==> config.mk <==
export PLATFORM = sky130hd
export DESIGN_NAME = onchip_mem_port_arbiter
export DESIGN_NICKNAME = d
export VERILOG_FILES = /design/src/rtl/platform_mem_pkg.sv /design/src/rtl/rr_arb2.sv /design/src/rtl/onchip_mem_port_arbiter.sv
export SDC_FILE = /design/constraint.sdc
export NUM_CORES = 1
export LEC_CHECK = 0
export BUFFER_PORTS_ARGS = -buffer_cell sky130_fd_sc_hd__buf_2
export CORE_AREA = 2 2 123 125
export DETAILED_ROUTE_END_ITERATION = 10
export DIE_AREA = 0 0 125 127
export GPL_TIMING_DRIVEN = 0
export PLACE_DENSITY_LB_ADDON = 0.25
export SETUP_SLACK_MARGIN = 0.05
export SLEW_MARGIN = 20
export SYNTH_ARGS = -nofsm -noshare
export SYNTH_HDL_FRONTEND = slang
export SYNTH_SLANG_ARGS = --single-unit
export TNS_END_PERCENT = 10
==> constraint.sdc <==
create_clock -name clk -period 1.8 [get_ports clk]
set_input_delay 0.18 -clock clk [delete_from_list [all_inputs] [get_ports clk]]
set_output_delay 0.18 -clock clk [all_outputs]
set_load 0.02 [all_outputs]
==> src/rtl/platform_mem_pkg.sv <==
// Shared types and constants for the on-chip platform RAM port s1 sequencer.
// Contents: default RAM address width, lane-select bit index, FSM state enum,
// requester id type and the muxed request payload struct.
package platform_mem_pkg;

    localparam int unsigned MEM_AW_DEFAULT = 9;   // 512 x 64-bit words
    localparam int unsigned LANE_BIT       = 0;   // requester addr bit picking the 32-bit lane
    localparam int unsigned HALF_W         = 32;
    localparam int unsigned WORD_W         = 64;
    localparam int unsigned HALF_BE_W      = 4;
    localparam int unsigned WORD_BE_W      = 8;

    typedef enum logic {
        CLEAR = 1'b0,
        RUN   = 1'b1
    } state_t;

    typedef logic [0:0] req_id_t;

    localparam req_id_t REQ_M0 = 1'b0;
    localparam req_id_t REQ_M1 = 1'b1;

    // Per-requester payload that does not depend on the address width.
    typedef struct packed {
        logic                 we;
        logic [HALF_W-1:0]    wdata;
        logic [HALF_BE_W-1:0] be;
    } req_payload_t;

endpackage

==> src/rtl/rr_arb2.sv <==
// Two-requester round-robin arbiter.
// Ports:
//   clk, reset_n   clock and synchronous active-low reset
//   req_i[1:0]     request vector (bit N = requester N)
//   advance_i      allow the last-grant pointer to move this cycle
//   gnt_o[1:0]     one-hot grant, combinational from req_i and the pointer
module rr_arb2 (
    input  logic       clk,
    input  logic       reset_n,
    input  logic [1:0] req_i,
    input  logic       advance_i,
    output logic [1:0] gnt_o
);

    // 1 = requester 1 was granted most recently; reset value favours requester 0.
    logic last_q;
    logic last_d;

    // Grant selection: under contention the requester not granted last wins.
    always_comb begin
        gnt_o = 2'b00;
        case (req_i)
            2'b01:   gnt_o = 2'b01;
            2'b10:   gnt_o = 2'b10;
            2'b11:   gnt_o = last_q ? 2'b01 : 2'b10;
            default: gnt_o = 2'b00;
        endcase
    end

    // Pointer update only on an actual grant.
    always_comb begin
        last_d = last_q;
        if (advance_i && (gnt_o != 2'b00)) begin
            last_d = gnt_o[1];
        end
    end

    always_ff @(posedge clk) begin
        if (!reset_n) begin
            last_q <= 1'b1;
        end else begin
            last_q <= last_d;
        end
    end

endmodule

==> src/rtl/onchip_mem_port_arbiter.sv <==
// Port s1 sequencer for the 512x64 platform RAM: zero-fills the RAM after
// reset, then shares the port between m0 (ifetch) and m1 (load/store) with
// round-robin arbitration, steering 32-bit accesses onto 64-bit lanes and
// routing each read response back to its requester.
// Ports:
//   clk, reset_n                    clock, synchronous active-low reset
//   mN_req/we/addr/wdata/be         requester N access (held until granted)
//   mN_gnt                          combinational accept
//   mN_rvalid/rdata                 read response, one cycle after grant
//   mem_*                           RAM port s1 (address, control, data, clken)
//   mem_readdata                    RAM q_a, valid the cycle after the address
//   init_done                       high once the zero-fill has completed
module onchip_mem_port_arbiter
    import platform_mem_pkg::*;
#(
    parameter int unsigned MEM_AW         = MEM_AW_DEFAULT,
    parameter bit          CLEAR_ON_RESET = 1'b1
) (
    input  logic                   clk,
    input  logic                   reset_n,

    input  logic                   m0_req,
    input  logic                   m0_we,
    input  logic [MEM_AW:0]        m0_addr,
    input  logic [HALF_W-1:0]      m0_wdata,
    input  logic [HALF_BE_W-1:0]   m0_be,
    output logic                   m0_gnt,
    output logic                   m0_rvalid,
    output logic [HALF_W-1:0]      m0_rdata,

    input  logic                   m1_req,
    input  logic                   m1_we,
    input  logic [MEM_AW:0]        m1_addr,
    input  logic [HALF_W-1:0]      m1_wdata,
    input  logic [HALF_BE_W-1:0]   m1_be,
    output logic                   m1_gnt,
    output logic                   m1_rvalid,
    output logic [HALF_W-1:0]      m1_rdata,

    output logic [MEM_AW-1:0]      mem_address,
    output logic                   mem_chipselect,
    output logic                   mem_write,
    output logic [WORD_BE_W-1:0]   mem_byteenable,
    output logic [WORD_W-1:0]      mem_writedata,
    output logic                   mem_clken,
    input  logic [WORD_W-1:0]      mem_readdata,

    output logic                   init_done
);

    state_t              state_q;
    logic [MEM_AW-1:0]   clr_cnt_q;
    logic                init_done_q;
    logic                rvalid_q;
    req_id_t             rid_q;
    logic                rlane_q;

    logic                run_c;
    logic [1:0]          arb_req;
    logic [1:0]          arb_gnt;
    logic                any_gnt;
    logic [MEM_AW:0]     sel_addr;
    req_payload_t        sel_pl;
    logic                sel_lane;
    logic [HALF_W-1:0]   rd_half;

    // Arbitration is only live in RUN and outside reset.
    assign run_c   = reset_n && (state_q == RUN);
    assign arb_req = {m1_req, m0_req} & {2{run_c}};

    rr_arb2 u_arb (
        .clk       (clk),
        .reset_n   (reset_n),
        .req_i     (arb_req),
        .advance_i (run_c),
        .gnt_o     (arb_gnt)
    );

    assign m0_gnt  = arb_gnt[0];
    assign m1_gnt  = arb_gnt[1];
    assign any_gnt = |arb_gnt;

    // Mux the granted requester's access.
    always_comb begin
        sel_addr     = m0_addr;
        sel_pl.we    = m0_we;
        sel_pl.wdata = m0_wdata;
        sel_pl.be    = m0_be;
        if (arb_gnt[1]) begin
            sel_addr     = m1_addr;
            sel_pl.we    = m1_we;
            sel_pl.wdata = m1_wdata;
            sel_pl.be    = m1_be;
        end
    end

    assign sel_lane = sel_addr[LANE_BIT];

    // RAM port drive: zero-fill in CLEAR, granted access in RUN, idle otherwise.
    always_comb begin
        mem_address    = '0;
        mem_chipselect = 1'b0;
        mem_write      = 1'b0;
        mem_byteenable = '0;
        mem_writedata  = '0;
        if (reset_n && (state_q == CLEAR)) begin
            mem_address    = clr_cnt_q;
            mem_chipselect = 1'b1;
            mem_write      = 1'b1;
            mem_byteenable = '1;
        end else if (any_gnt) begin
            mem_address    = sel_addr[MEM_AW:1];
            mem_chipselect = 1'b1;
            mem_write      = sel_pl.we;
            mem_byteenable = sel_lane ? {sel_pl.be, 4'h0} : {4'h0, sel_pl.be};
            mem_writedata  = {2{sel_pl.wdata}};
        end
    end

    assign mem_clken = 1'b1;

    // Sequencer FSM plus read-response tracking.
    always_ff @(posedge clk) begin
        if (!reset_n) begin
            state_q     <= CLEAR_ON_RESET ? CLEAR : RUN;
            clr_cnt_q   <= '0;
            init_done_q <= 1'b0;
            rvalid_q    <= 1'b0;
            rid_q       <= REQ_M0;
            rlane_q     <= 1'b0;
        end else begin
            rvalid_q <= any_gnt && !sel_pl.we;
            rid_q    <= arb_gnt[1];
            rlane_q  <= sel_lane;
            case (state_q)
                CLEAR: begin
                    clr_cnt_q <= clr_cnt_q + MEM_AW'(1);
                    if (&clr_cnt_q) begin
                        state_q     <= RUN;
                        init_done_q <= 1'b1;
                    end
                end
                RUN: begin
                    init_done_q <= 1'b1;
                end
                default: begin
                    state_q <= RUN;
                end
            endcase
        end
    end

    // Response routing; RAM data arrives unregistered so rdata follows it directly.
    assign rd_half   = rlane_q ? mem_readdata[WORD_W-1:HALF_W] : mem_readdata[HALF_W-1:0];
    assign m0_rvalid = reset_n && rvalid_q && (rid_q == REQ_M0);
    assign m1_rvalid = reset_n && rvalid_q && (rid_q == REQ_M1);
    assign m0_rdata  = m0_rvalid ? rd_half : '0;
    assign m1_rdata  = m1_rvalid ? rd_half : '0;
    assign init_done = reset_n && init_done_q;

endmodule

==> run_results.csv <==
group,metric,value,unit
logic_synthesis,syn_area_per_cell,6.408,um^2
logic_synthesis,cell_with_the_most_instances_after_synthesis,"sky130_fd_sc_hd__nor2_1",
critical_path,class_of_the_most_critical_setup_path,"flop to output pin",
clocking,cts_made_buffers,3,
timing,finalHoldViolCount,0,
critical_path,crit_path_start,"state_q$_SDFF_PN0_",
critical_path,worst-endpoint-required,1.62,ns
critical_path,end_kind,"output pin",
logic_synthesis,synthDominantCellAreaShare,14.35,%
clocking,cts-root-buf,"sky130_fd_sc_hd__clkbuf_16",
final_layout,num-fill-cells,1581,
clocking,clock_latency_at_the_later_pin_of_the_worst_skew_pair,0.25,ns
logic_synthesis,dominantRegCellSynth,"sky130_fd_sc_hd__dfxtp_1",
place,globalplace.congestion,0.8024,
timing,layout_worst_path_cycle_share,100.1,%
timing,final.setup.worst_slack,-0.001058,ns
place,hpwlAfterDp,10460,um
detailed_routing,avgRoutedWirePerCell,15.21,um
power,peakVddDrop,0.0002771,V
outcome,failed_checks,"negative setup slack",
clocking,htreeDepth,1,
critical_path,worst_setup_endpoint,"mem_writedata[59]",
timing,timing.hold.ws,0.1706,ns
critical_path,worstRegToRegCells,3,
timing,finalClockSkew,0.003287,ns
timing,setup_violations,1,
detailed_routing,drt.antenna.violating_nets,0,
logic_synthesis,ys.warnings.count,0,
grt,first_global_vias,3419,
logic_synthesis,net_count_after_synthesis,534,
final_layout,finish.cell_count_without_fillers,880,
timing,fmaxAchievable,555.2,MHz
grt,global_route_wire_length_before_repair,19160,um
critical_path,crit_reg_reg_endpoint,"clr_cnt_q[7]$_SDFFE_PN0N_",
logic_synthesis,synth-async-reset-ratio,0,%
place,post_dp_cell_area,4163,um^2
logic_synthesis,number_of_synthesized_register_bits,15,
floorplanning,fp-row-count,44,
logic_synthesis,synth_largest_area_cell,"sky130_fd_sc_hd__mux2i_1",
timing,final_period_minus_worst_setup_slack,1.801,ns
critical_path,r2r-start,"clr_cnt_q[2]$_SDFFE_PN0N_",
logic_synthesis,yosys.cell_types.count,35,
floorplanning,io_pins,315,
power,power,1.191,mW
logic_synthesis,synth.yosys.seq_area_share,12.66,%
grt,groute.usage.overall,14.72,%
hold_path,min-delay-path-class,"primary input to flop",
final_layout,design_area,5192,um^2
clocking,cts_tree,"yes",
critical_path,arrival_time_of_data_at_the_critical_path_endpoint,1.62,ns
final_layout,area.sequential,304.0,um^2
critical_path,rrSetupSlack,0.40,ns
run,maxCapViolCount,0,
floorplanning,floorplan.initialDensity,16.44,%
logic_synthesis,synth_enable_flop_cells,0,
floorplanning,floorplan.die.height,127,um
detailed_routing,vias,3808,
floorplanning,core_footprint,14420,um^2
grt,grt-ovfl-total,0,
logic_synthesis,ys_top_cells_by_area,"sky130_fd_sc_hd__mux2i_1 (14%), sky130_fd_sc_hd__dfxtp_1 (13%), sky130_fd_sc_hd__nor2_1 (12%)",
detailed_routing,drt_first_pass_iters,4,
timing,final.setup.tns,-0.001058,ns
detailed_routing,detail_route.drc_violations,0,
detailed_routing,detail_route.wirelength,13390,um
logic_synthesis,syn_inst,370,
final_layout,fin_util,36.00,%
place,dp.cells,866,
floorplanning,width_of_the_die,125,um
clocking,clock-sinks,15,
clocking,clock_tree.buffer_depth,2,
detailed_routing,via_per_inst,4.327,
final_layout,multi_input_comb_area,2014,um^2
timing,rsz_0062_raised_after_global_routing,"true",
critical_path,cp_max_fo,6,
logic_synthesis,netlist_top_cells_count,"sky130_fd_sc_hd__nor2_1 (73), sky130_fd_sc_hd__nand3_1 (37), sky130_fd_sc_hd__o21ai_0 (37)",
floorplanning,floorplan_die_area,15880,um^2
power,p_leak,2.801,nW
place,detailedPlace.worstSlack,-0.3556,ns
final_layout,area.growth.synth_to_final,119.0,%
final_layout,final_layout_size_suffix_gt1_share,63.74,%
grt,antenna_found_initial,1,
clocking,clock_transition_time_at_the_flip_flop_clock_pins_of_the_worst_setup_and_hold_paths,0.05,ns
final_layout,finalNetCount,860,
detailed_routing,initialDrtViolationCount,129,
logic_synthesis,synth.cell_area,2371,um^2
place,io_buffer_count,312,
critical_path,start_kind,"flop",
power,power_density,229.4,nW/um^2
outcome,outcome,"finished with violations",
timing,finalMaxSlewViolations,0,
grt,grt_max_degree,11,
[logic make-up after synthesis]
logic type | after synthesis | share of synthesized area, %
AOI/OAI and AO/OA | 63 | 17.47
and+or+nand+nor | 183 | 35.51
buffers and inverters | 69 | 17.68
adders and majority gates | 2 | 1.055
muxes | 34 | 14.35
xor gates and xnor gates | 3 | 1.108
other | 1 | 0.1582
DFF | 15 | 12.66
[registers in the layout, summed over array words and instances (netlist names)]
| name | flops |
|---|---|
| clr_cnt_q | 9 |
| init_done_q | 1 |
| rid_q | 1 |
| rlane_q | 1 |
| rvalid_q | 1 |
| state_q | 1 |
| u_arb.last_q | 1 |
[layout make-up]
class	instances	area share (%)
diodes	1	0.04819
multi-input cells	287	38.80
repair buffers	322	36.55
clock inverters	1	0.09639
plain buffers	63	12.48
well taps	184	4.434
flip-flops and latches	15	5.855
clock buffers	3	1.446
inverters	4	0.2892
[worst max-delay path, cell delays in order, from the launching register on]
cell,delay (ns)
sky130_fd_sc_hd__dfxtp_2,0.35
sky130_fd_sc_hd__and3_4,0.22
sky130_fd_sc_hd__and2_4,0.27
sky130_fd_sc_hd__buf_8,0.17
sky130_fd_sc_hd__o21ai_2,0.08
sky130_fd_sc_hd__buf_4,0.13
sky130_fd_sc_hd__buf_4,0.14
[layout by cell type, fill, tap and decap left out, types with 5 or more instances in the layout]
cell type                   count
sky130_fd_sc_hd__buf_8          5
sky130_fd_sc_hd__buf_4         42
sky130_fd_sc_hd__o21ai_2       12
sky130_fd_sc_hd__a21oi_1        5
sky130_fd_sc_hd__o21ai_4       19
sky130_fd_sc_hd__mux2i_1       34
sky130_fd_sc_hd__nand3_1       29
sky130_fd_sc_hd__o21ai_0        5
sky130_fd_sc_hd__nand3_2        7
sky130_fd_sc_hd__a221o_1       17
sky130_fd_sc_hd__nor2_1        72
sky130_fd_sc_hd__nand2_1       31
sky130_fd_sc_hd__dfxtp_1       12
sky130_fd_sc_hd__buf_6         47
sky130_fd_sc_hd__and2_1        14
sky130_fd_sc_hd__clkbuf_16      7
sky130_fd_sc_hd__buf_2        273
sky130_fd_sc_hd__clkbuf_8       8
[where the power goes]
group	total (mW)	internal, mW	switching, mW	leakage (nW)
clock network	0.444	0.297	0.147	0.0409
logic	0.395	0.211	0.184	2.64
registers	0.352	0.340	0.0116	0.122
[layer usage]
metal	global-route usage, %	up-vias	share of wire [%]
met5	0	-	0
met4	1.830	0	0.89
met3	1.968	10	6.0
met2	27.81	166	53
met1	18.29	1734	40
li1	-	1898	-
[how the worst min path moves through the flow]
stage               start                        end  slack [ns]  cells after the start
4_1_cts           reset_n  u_arb.last_q$_SDFFE_PN1P_        0.16                      2
5_1_grt           reset_n  u_arb.last_q$_SDFFE_PN1P_        0.17                      2
6_report          reset_n  u_arb.last_q$_SDFFE_PN1P_        0.17                      2
2_1_floorplan  m1_addr[0]         rlane_q$_SDFF_PN0_        0.31                      2
3_3_place_gp      reset_n  u_arb.last_q$_SDFFE_PN1P_        0.42                      2
3_5_place_dp      reset_n  u_arb.last_q$_SDFFE_PN1P_        0.42                      2
[timing repair]
action,4_1_cts,5_1_grt
setup endpoints to repair,145,133
hold buffers,0,0
buffers inserted,6,0
gates cloned,4,1
pin swaps,9,15
resized for setup,176,83
Note: power is estimated with default switching activity, not from simulation.
